**src/rtl/ysyx_210238_pipe_ctrl.sv**
```systemverilog
// Pipeline control: turns hazard-detector indications into per-stage stall/flush
// controls, sequencing multi-cycle load-use bubbles and redirects deferred by a busy fetch.
module ysyx_210238_pipe_ctrl #(
  parameter int PC_W            = 64,
  parameter int DATA_LU_BUBBLES = 1,
  parameter int BR_LU_BUBBLES   = 2,
  parameter int CNT_W           = 32
) (
  input  logic              i_clk,
  input  logic              i_rst_n,
  input  logic              i_load_use,
  input  logic              i_ctrl_load_use,
  input  logic              i_branch_taken,
  input  logic [PC_W-1:0]   i_branch_target,
  input  logic              i_if_busy,
  input  logic              i_ls_busy,
  output logic              o_pc_stall,
  output logic              o_if_id_stall,
  output logic              o_if_id_flush,
  output logic              o_id_ex_stall,
  output logic              o_id_ex_flush,
  output logic              o_ex_ls_stall,
  output logic              o_redirect_valid,
  output logic [PC_W-1:0]   o_redirect_pc,
  output logic [CNT_W-1:0]  o_stall_cycles
);

  typedef enum logic [1:0] {RUN, LU_WAIT, RDR_WAIT} state_t;

  localparam logic [1:0] DATA_INIT = 2'(DATA_LU_BUBBLES - 1);
  localparam logic [1:0] BR_INIT   = 2'(BR_LU_BUBBLES - 1);

  state_t             r_state;
  state_t             w_state_nxt;
  logic [1:0]         r_bub;
  logic [1:0]         w_bub_nxt;
  logic [PC_W-1:0]    r_tgt;
  logic [PC_W-1:0]    w_tgt_nxt;
  logic [CNT_W-1:0]   r_stall_cnt;

  always_comb begin
    o_pc_stall       = 1'b0;
    o_if_id_stall    = 1'b0;
    o_if_id_flush    = 1'b0;
    o_id_ex_stall    = 1'b0;
    o_id_ex_flush    = 1'b0;
    o_ex_ls_stall    = 1'b0;
    o_redirect_valid = 1'b0;
    o_redirect_pc    = '0;
    w_state_nxt      = r_state;
    w_bub_nxt        = r_bub;
    w_tgt_nxt        = r_tgt;
    if (!i_rst_n) begin
      o_if_id_flush = 1'b1;
      o_id_ex_flush = 1'b1;
      w_state_nxt   = RUN;
      w_bub_nxt     = '0;
      w_tgt_nxt     = '0;
    end else if (i_ls_busy) begin
      // Memory stall freezes the whole pipe; all sequencing state holds.
      o_pc_stall    = 1'b1;
      o_if_id_stall = 1'b1;
      o_id_ex_stall = 1'b1;
      o_ex_ls_stall = 1'b1;
    end else begin
      unique case (r_state)
        RUN: begin
          if (i_ctrl_load_use || i_load_use) begin
            o_pc_stall    = 1'b1;
            o_if_id_stall = 1'b1;
            o_id_ex_flush = 1'b1;
            w_bub_nxt     = i_ctrl_load_use ? BR_INIT : DATA_INIT;
            w_state_nxt   = (w_bub_nxt != 2'd0) ? LU_WAIT : RUN;
          end else if (i_branch_taken && !i_if_busy) begin
            o_redirect_valid = 1'b1;
            o_redirect_pc    = i_branch_target;
            o_if_id_flush    = 1'b1;
          end else if (i_branch_taken) begin
            o_pc_stall    = 1'b1;
            o_if_id_flush = 1'b1;
            w_tgt_nxt     = i_branch_target;
            w_state_nxt   = RDR_WAIT;
          end else if (i_if_busy) begin
            o_pc_stall    = 1'b1;
            o_if_id_flush = 1'b1;
          end
        end
        LU_WAIT: begin
          o_pc_stall    = 1'b1;
          o_if_id_stall = 1'b1;
          o_id_ex_flush = 1'b1;
          w_bub_nxt     = r_bub - 2'd1;
          if (r_bub <= 2'd1) begin
            w_state_nxt = RUN;
          end
        end
        RDR_WAIT: begin
          o_if_id_flush = 1'b1;
          if (i_if_busy) begin
            o_pc_stall = 1'b1;
          end else begin
            o_redirect_valid = 1'b1;
            o_redirect_pc    = r_tgt;
            w_state_nxt      = RUN;
          end
        end
        default: w_state_nxt = RUN;
      endcase
    end
  end

  always_ff @(posedge i_clk) begin
    if (!i_rst_n) begin
      r_state     <= RUN;
      r_bub       <= '0;
      r_tgt       <= '0;
      r_stall_cnt <= '0;
    end else begin
      r_state <= w_state_nxt;
      r_bub   <= w_bub_nxt;
      r_tgt   <= w_tgt_nxt;
      if (o_pc_stall && (r_stall_cnt != {CNT_W{1'b1}})) begin
        r_stall_cnt <= r_stall_cnt + 1'b1;
      end
    end
  end

  assign o_stall_cycles = r_stall_cnt;

endmodule

```
**config.mk**
```make
export PLATFORM = sky130hd
export DESIGN_NAME = ysyx_210238_pipe_ctrl
export DESIGN_NICKNAME = d
export VERILOG_FILES = /design/src/rtl/ysyx_210238_pipe_ctrl.sv
export SDC_FILE = /design/constraint.sdc
export NUM_CORES = 1
export LEC_CHECK = 0
export BUFFER_PORTS_ARGS = -buffer_cell sky130_fd_sc_hd__clkbuf_2
export CORE_ASPECT_RATIO = 1.5
export CORE_MARGIN = 8
export CORE_UTILIZATION = 25
export DETAILED_ROUTE_END_ITERATION = 10
export PLACE_DENSITY_LB_ADDON = 0.1
export SYNTH_ARGS = -nofsm -noshare
export SYNTH_HDL_FRONTEND = slang
export SYNTH_SLANG_ARGS = --single-unit
```
**constraint.sdc**
```tcl
create_clock -name i_clk -period 5.8 [get_ports i_clk]
set_input_delay 0.58 -clock i_clk [delete_from_list [all_inputs] [get_ports i_clk]]
set_output_delay 0.58 -clock i_clk [all_outputs]
set_load 0.005 [all_outputs]
```
=== Yosys cells after proc, flatten, opt, wreduce, memory -nomap -nowiden ===
Index checks and enable logic that the tools add are counted.

* Register bits: 100
* Logic and storage cells: 70
* Output and inout port bits: 103

* Bitwise logic cells: 3
* $add $sub $neg: 2
* Reduce and logical (&&, ||, !) cells: 10
* Mux-type cells: 42
* $lt $le $gt $ge: 1
* Eq/ne operators: 8

{| class="wikitable"
|+ Operator list
! kind !! number
|-
| 2-to-1 mux 64 bit || 5
|-
| case mux 64 bit (2 select lines) || 1
|-
| adder 32 x 1 -> 32 bit (second input constant) || 1
|-
| inequality test 32 bit (second input constant) || 1
|-
| 2-to-1 mux 1 bit || 24
|-
| 2-to-1 mux 2 bit || 6
|-
| AND reduction 5 bit || 2
|-
| inequality test 2 bit (second input constant) || 3
|-
| inequality test 3 bit (second input constant) || 2
|-
| case mux 1 bit (2 select lines) || 3
|-
| case mux 2 bit (3 select lines) || 1
|-
| case mux 2 bit (2 select lines) || 1
|-
| nonzero test 2 bit || 2
|-
| inverter 1 bit || 3
|-
| case mux 1 bit (3 select lines) || 1
|-
| AND reduction 3 bit || 1
|-
| equality test 2 x 1 -> 1 bit (second input constant) || 1
|-
| equality test 2 bit (second input constant) || 1
|-
| less-or-equal comparator 2 x 1 -> 1 bit (second input constant) || 1
|-
| logical AND 1 bit || 2
|-
| zero test 2 bit || 1
|-
| subtractor 2 x 1 -> 2 bit (second input constant) || 1
|-
| zero test 1 bit || 1
|-
| logical OR 1 bit || 1
|}

=== Depth between registers and ports, before layout ===
* Depth in word-level cells: 8
* Depth in mapped cells: 8
* Gate-level depth less buffers: 6

=== Worst setup path after synthesis ===
Ideal clock, no wire load.

* Path kind: input to output
* Start: in i_load_use
* End: out o_redirect_pc[10]
* Data arrival time: 1837 ps
* Stages on the path: 7
* Data required time: 5220 ps
* Path slack: 3383 ps
* Path buffers: 2
* Path through: nor2_1 nand2_1 nor4_1 clkbuf_1 buf_1 a22oi_1 nor2_1

* Cells in the longest elaborated chain, start to end: 5

{| class="wikitable"
|+ RTL lines
! item !! RTL line !! text
|-
| from (decl) || 11 || <nowiki>input logic i_load_use,</nowiki>
|-
| logical OR 1 bit || 68 || <nowiki>if (i_ctrl_load_use || i_load_use) begin</nowiki>
|-
| 2-to-1 mux 64 bit || 68 ||
|-
| case mux 64 bit (2 select lines) || 66 || <nowiki>unique case (r_state)</nowiki>
|-
| 2-to-1 mux 64 bit || 59 || <nowiki>end else if (i_ls_busy) begin</nowiki>
|-
| 2-to-1 mux 64 bit || 53 || <nowiki>if (!i_rst_n) begin</nowiki>
|-
| to (decl) || 24 || <nowiki>output logic [PC_W-1:0] o_redirect_pc,</nowiki>
|}

No other way between the ends.

=== Final worst setup path ===
* Start: in i_rst_n
* End: out o_redirect_pc[50]

* Cells in the longest elaborated chain, start to end: 1

{| class="wikitable"
|+ RTL lines
! item !! RTL line !! text
|-
| from (decl) || 10 || <nowiki>input logic i_rst_n,</nowiki>
|-
| 2-to-1 mux 64 bit || 53 ||
|}

No other way between the ends.

==> implementation parameters <==
Parameter                              Value

Setup path
  Worst endpoint data arrival time    2.75 ns
  WS Path Type    input port to output port
  CP required    5.22 ns
  Critical-path maximum fanout    65
  Critical Path Sink Type    output port
  CP Launch Type    input port

Detailed routing
  Drt drc    0
  Per-cell via count in the routed design    just under 5
  Vias after detailed routing    5306
  Drt pass-1 iters    5
  Post-DR wirelength/cell    15.9 um
  Wire length on met2    8.39 mm
  Uppermost routed layer    met4
  Total detailed-routing wirelength    17.3 mm
  Iteration-0 DRC count of the detailed router    ~250
  Met1 Wirelength    about 7.7 mm
  DR WL met3    969 um
  Antenna Nets Post-Route    0

Global route
  Global-route wire length before repair    27.6 mm
  Antenna violations before repair    0
  Vias in the first global route    just over 5000
  Total global routing track utilization    0.134
  Total overflow reported by the global router    0
  Maximum number of pins on one net before global-route repair    66

Floorplanning
  Row cnt    between 60 and 70
  Core area    0.0202 mm^2
  Floorplan die area    approximately 0.025 mm^2
  Initial cell density of the core    0.251
  Die outline width    roughly 130 um
  DIE HEIGHT    190 um
  Boundary Pins    ~170

Clocking
  Number of gates resized after CTS    0
  CTS Hold Buffers Added    0
  Insertion delay of the later-clocked pin in the worst-skew pair    0.35 ns
  Reg clk slew, reported paths    0.07 ns
  TritonCTS clock tree    built
  Total clock buffers created by CTS    9
  Max clock buf depth    2
  Setup fix buffers added after clock tree synthesis    0
  Root buffer cell    sky130_fd_sc_hd__clkbuf_16
  Total number of clock tree sinks    100
  CTS H-Tree Depth    3

Pwr
  Standby leakage power    2.38 nW
  Seq pwr share    0.474
  Switching part of the total power    0.250
  Worst IR Drop VDD    around 0.12 mV
  Power Dens Cells    235 mW/mm^2
  Cell Int Power    1.13 mW
  Switching power total    between 300 and 400 uW
  Proportion of power drawn by the clock network    0.442
  Gate power share    0.083

Timing
  Setup TNS Final    0 ns
  Tightest Pin Transition    1.19 ns
  Highest clock rate    approximately 300 MHz
  Endpoints failing hold    0
  Relative slew slack    0.204
  Setup violations, final    0
  PnR worst setup slack    2.47 ns
  RSZ-0062 raised after global routing    no
  Max-slew violation count    0
  Layout Skew    0.0114 ns
  Final period demand of the worst path    between 3 and 4 ns
  Share of the cycle needed by the critical path after routing    0.575

Logic synthesis
  Number of nets produced by synthesis    761
  Cell type with the largest total area after synthesis    sky130_fd_sc_hd__dfxtp_1
  Synthesized instance count    688
  Netlist Area Pre-Place    0.00507 mm^2
  Ranking of synthesized cells by area    sky130_fd_sc_hd__dfxtp_1, sky130_fd_sc_hd__nand2_1, sky130_fd_sc_hd__a22oi_1
  Mean cell area of the mapped netlist    7.37 um^2
  Count of distinct cell types in the synthesized netlist    45
  Warnings from Yosys    0
  Synth top cells by count    sky130_fd_sc_hd__nand2_1, sky130_fd_sc_hd__dfxtp_1, sky130_fd_sc_hd__nor2_1
  EDFF count, synth    0
  Leading register cell type out of synthesis    sky130_fd_sc_hd__dfxtp_1
  #FFs+latches synth    100
  Share of the synthesized area in the top cell type    0.395
  Asr flop ratio synth    0
  Sequential share of the synthesized area    0.395
  Cell with the most instances after synthesis    sky130_fd_sc_hd__nand2_1

Run
  Count of maximum capacitance violations    0

Place
  # placed instances    around 1100
  Placer's final routability congestion estimate    0.817
  Worst slack at placement    2.37 ns
  Post-DP HPWL    ~12 mm
  PortBufs    between 150 and 200

Finish
  Proportion of layout cells with a drive suffix above 1    0.255
  Synthesis-to-finish area growth    26.2%
  Layout net count    between 800 and 900
  N_diodes    0
  Final cell count without fillers    between 1000 and 1500

Status
  Run status    finished clean

Min path
  Hold crit path type    flop to flop
-- flip-flops by register name (all words and copies together), names as in the netlist --
signal          cells
o_stall_cycles     32
r_bub               2
r_state             2
r_tgt              64
-- critical path: stages --
cell and delay [ns]:
sky130_fd_sc_hd__clkbuf_2 0.63, sky130_fd_sc_hd__nand2_2 0.88, sky130_fd_sc_hd__nor2_1 0.44, sky130_fd_sc_hd__clkbuf_2 0.17
-- power by group through the flow --
stage / combinational [mW] / clock [mW] / sequential (mW)
floorplan: 0.0680 / 0 / 0.724
global placement: 0.125 / 0 / 0.729
detailed placement: 0.127 / 0 / 0.729
CTS: 0.128 / 0.693 / 0.712
global route: 0.142 / 0.727 / 0.715
finish: 0.125 / 0.665 / 0.713
-- final timing paths --
path | cells after the start | end | slack [ns] | start
max reg2reg | 5 | r_tgt[8]$_SDFFE_PN0P_ | 3.13 | r_state[0]$_SDFFE_PN0P_
max | 4 | o_redirect_pc[50] | 2.47 | i_rst_n
min reg2reg | 2 | r_tgt[7]$_SDFFE_PN0P_ | 0.45 | r_tgt[7]$_SDFFE_PN0P_
min | 2 | r_tgt[7]$_SDFFE_PN0P_ | 0.45 | r_tgt[7]$_SDFFE_PN0P_
-- cell families (layout without fill, tap and decap cells) --
logic type | Yosys count | after routing | share of synthesized area
simple gates | 334 | 334 | 0.296
xor+xnor | 1 | 1 | 0.00173
flops | 100 | 100 | 0.395
compound gates | 166 | 166 | 0.210
buf+inv | 68 | 206 | 0.0587
fa+ha+maj | 2 | 2 | 0.00493
mux | 17 | 17 | 0.0336
-- per-stage QoR --
step | total power, mW | hold slack (ns) | area, um^2 | util
final | 1.50 | 0.454 | 6400 | 0.317
after floorplan | 0.792 | 0.432 | 5070 | -
after global routing | 1.58 | 0.447 | 6400 | 0.317
after detailed placement | 0.856 | 0.447 | 6080 | 0.301
after CTS | 1.53 | 0.448 | 6400 | 0.317
after global placement | 0.854 | 0.438 | 6080 | 0.301
-- per-layer routing --
metal,vias up,GRT usage
met5,-,0
met4,0,0.0412
met3,14,0.0353
met2,147,0.229
met1,2469,0.160
li1,2676,-
-- layout by cell type (no fill, tap or decap), types with 2 or more instances in the layout --
master and instances:
sky130_fd_sc_hd__nor3_1 13, sky130_fd_sc_hd__buf_4 6, sky130_fd_sc_hd__and4_1 4, sky130_fd_sc_hd__o311ai_0 3
sky130_fd_sc_hd__o31ai_1 6, sky130_fd_sc_hd__a211oi_1 2, sky130_fd_sc_hd__nand4_2 3, sky130_fd_sc_hd__nand3_1 11
sky130_fd_sc_hd__or4_1 7, sky130_fd_sc_hd__clkbuf_16 9, sky130_fd_sc_hd__dfxtp_1 100, sky130_fd_sc_hd__clkinv_2 2
sky130_fd_sc_hd__inv_1 10, sky130_fd_sc_hd__or3_1 4, sky130_fd_sc_hd__nor4_1 11, sky130_fd_sc_hd__o41ai_1 4
sky130_fd_sc_hd__mux2i_1 17, sky130_fd_sc_hd__nor2_1 80, sky130_fd_sc_hd__inv_6 3, sky130_fd_sc_hd__nand2_1 162
sky130_fd_sc_hd__nand2b_1 15, sky130_fd_sc_hd__a21oi_1 77, sky130_fd_sc_hd__bufinv_16 2, sky130_fd_sc_hd__a22oi_1 64
sky130_fd_sc_hd__clkbuf_2 173, sky130_fd_sc_hd__o21ai_0 4, sky130_fd_sc_hd__nand4_1 9, sky130_fd_sc_hd__and3_1 4
sky130_fd_sc_hd__ha_1 2
-- cell type report --
| type | instances | area (um^2) |
|---|---|---|
| clock buffer | 9 | 225 |
| inverter | 11 | 41.3 |
| fill | 2230 | 13800 |
| tap | 264 | 330 |
| clock inverter | 7 | 96.3 |
| multi-input combinational | 520 | 2790 |
| sequential | 100 | 2000 |
| timing repair buffer | 179 | 911 |
Note: power is estimated with default switching activity, not from simulation.
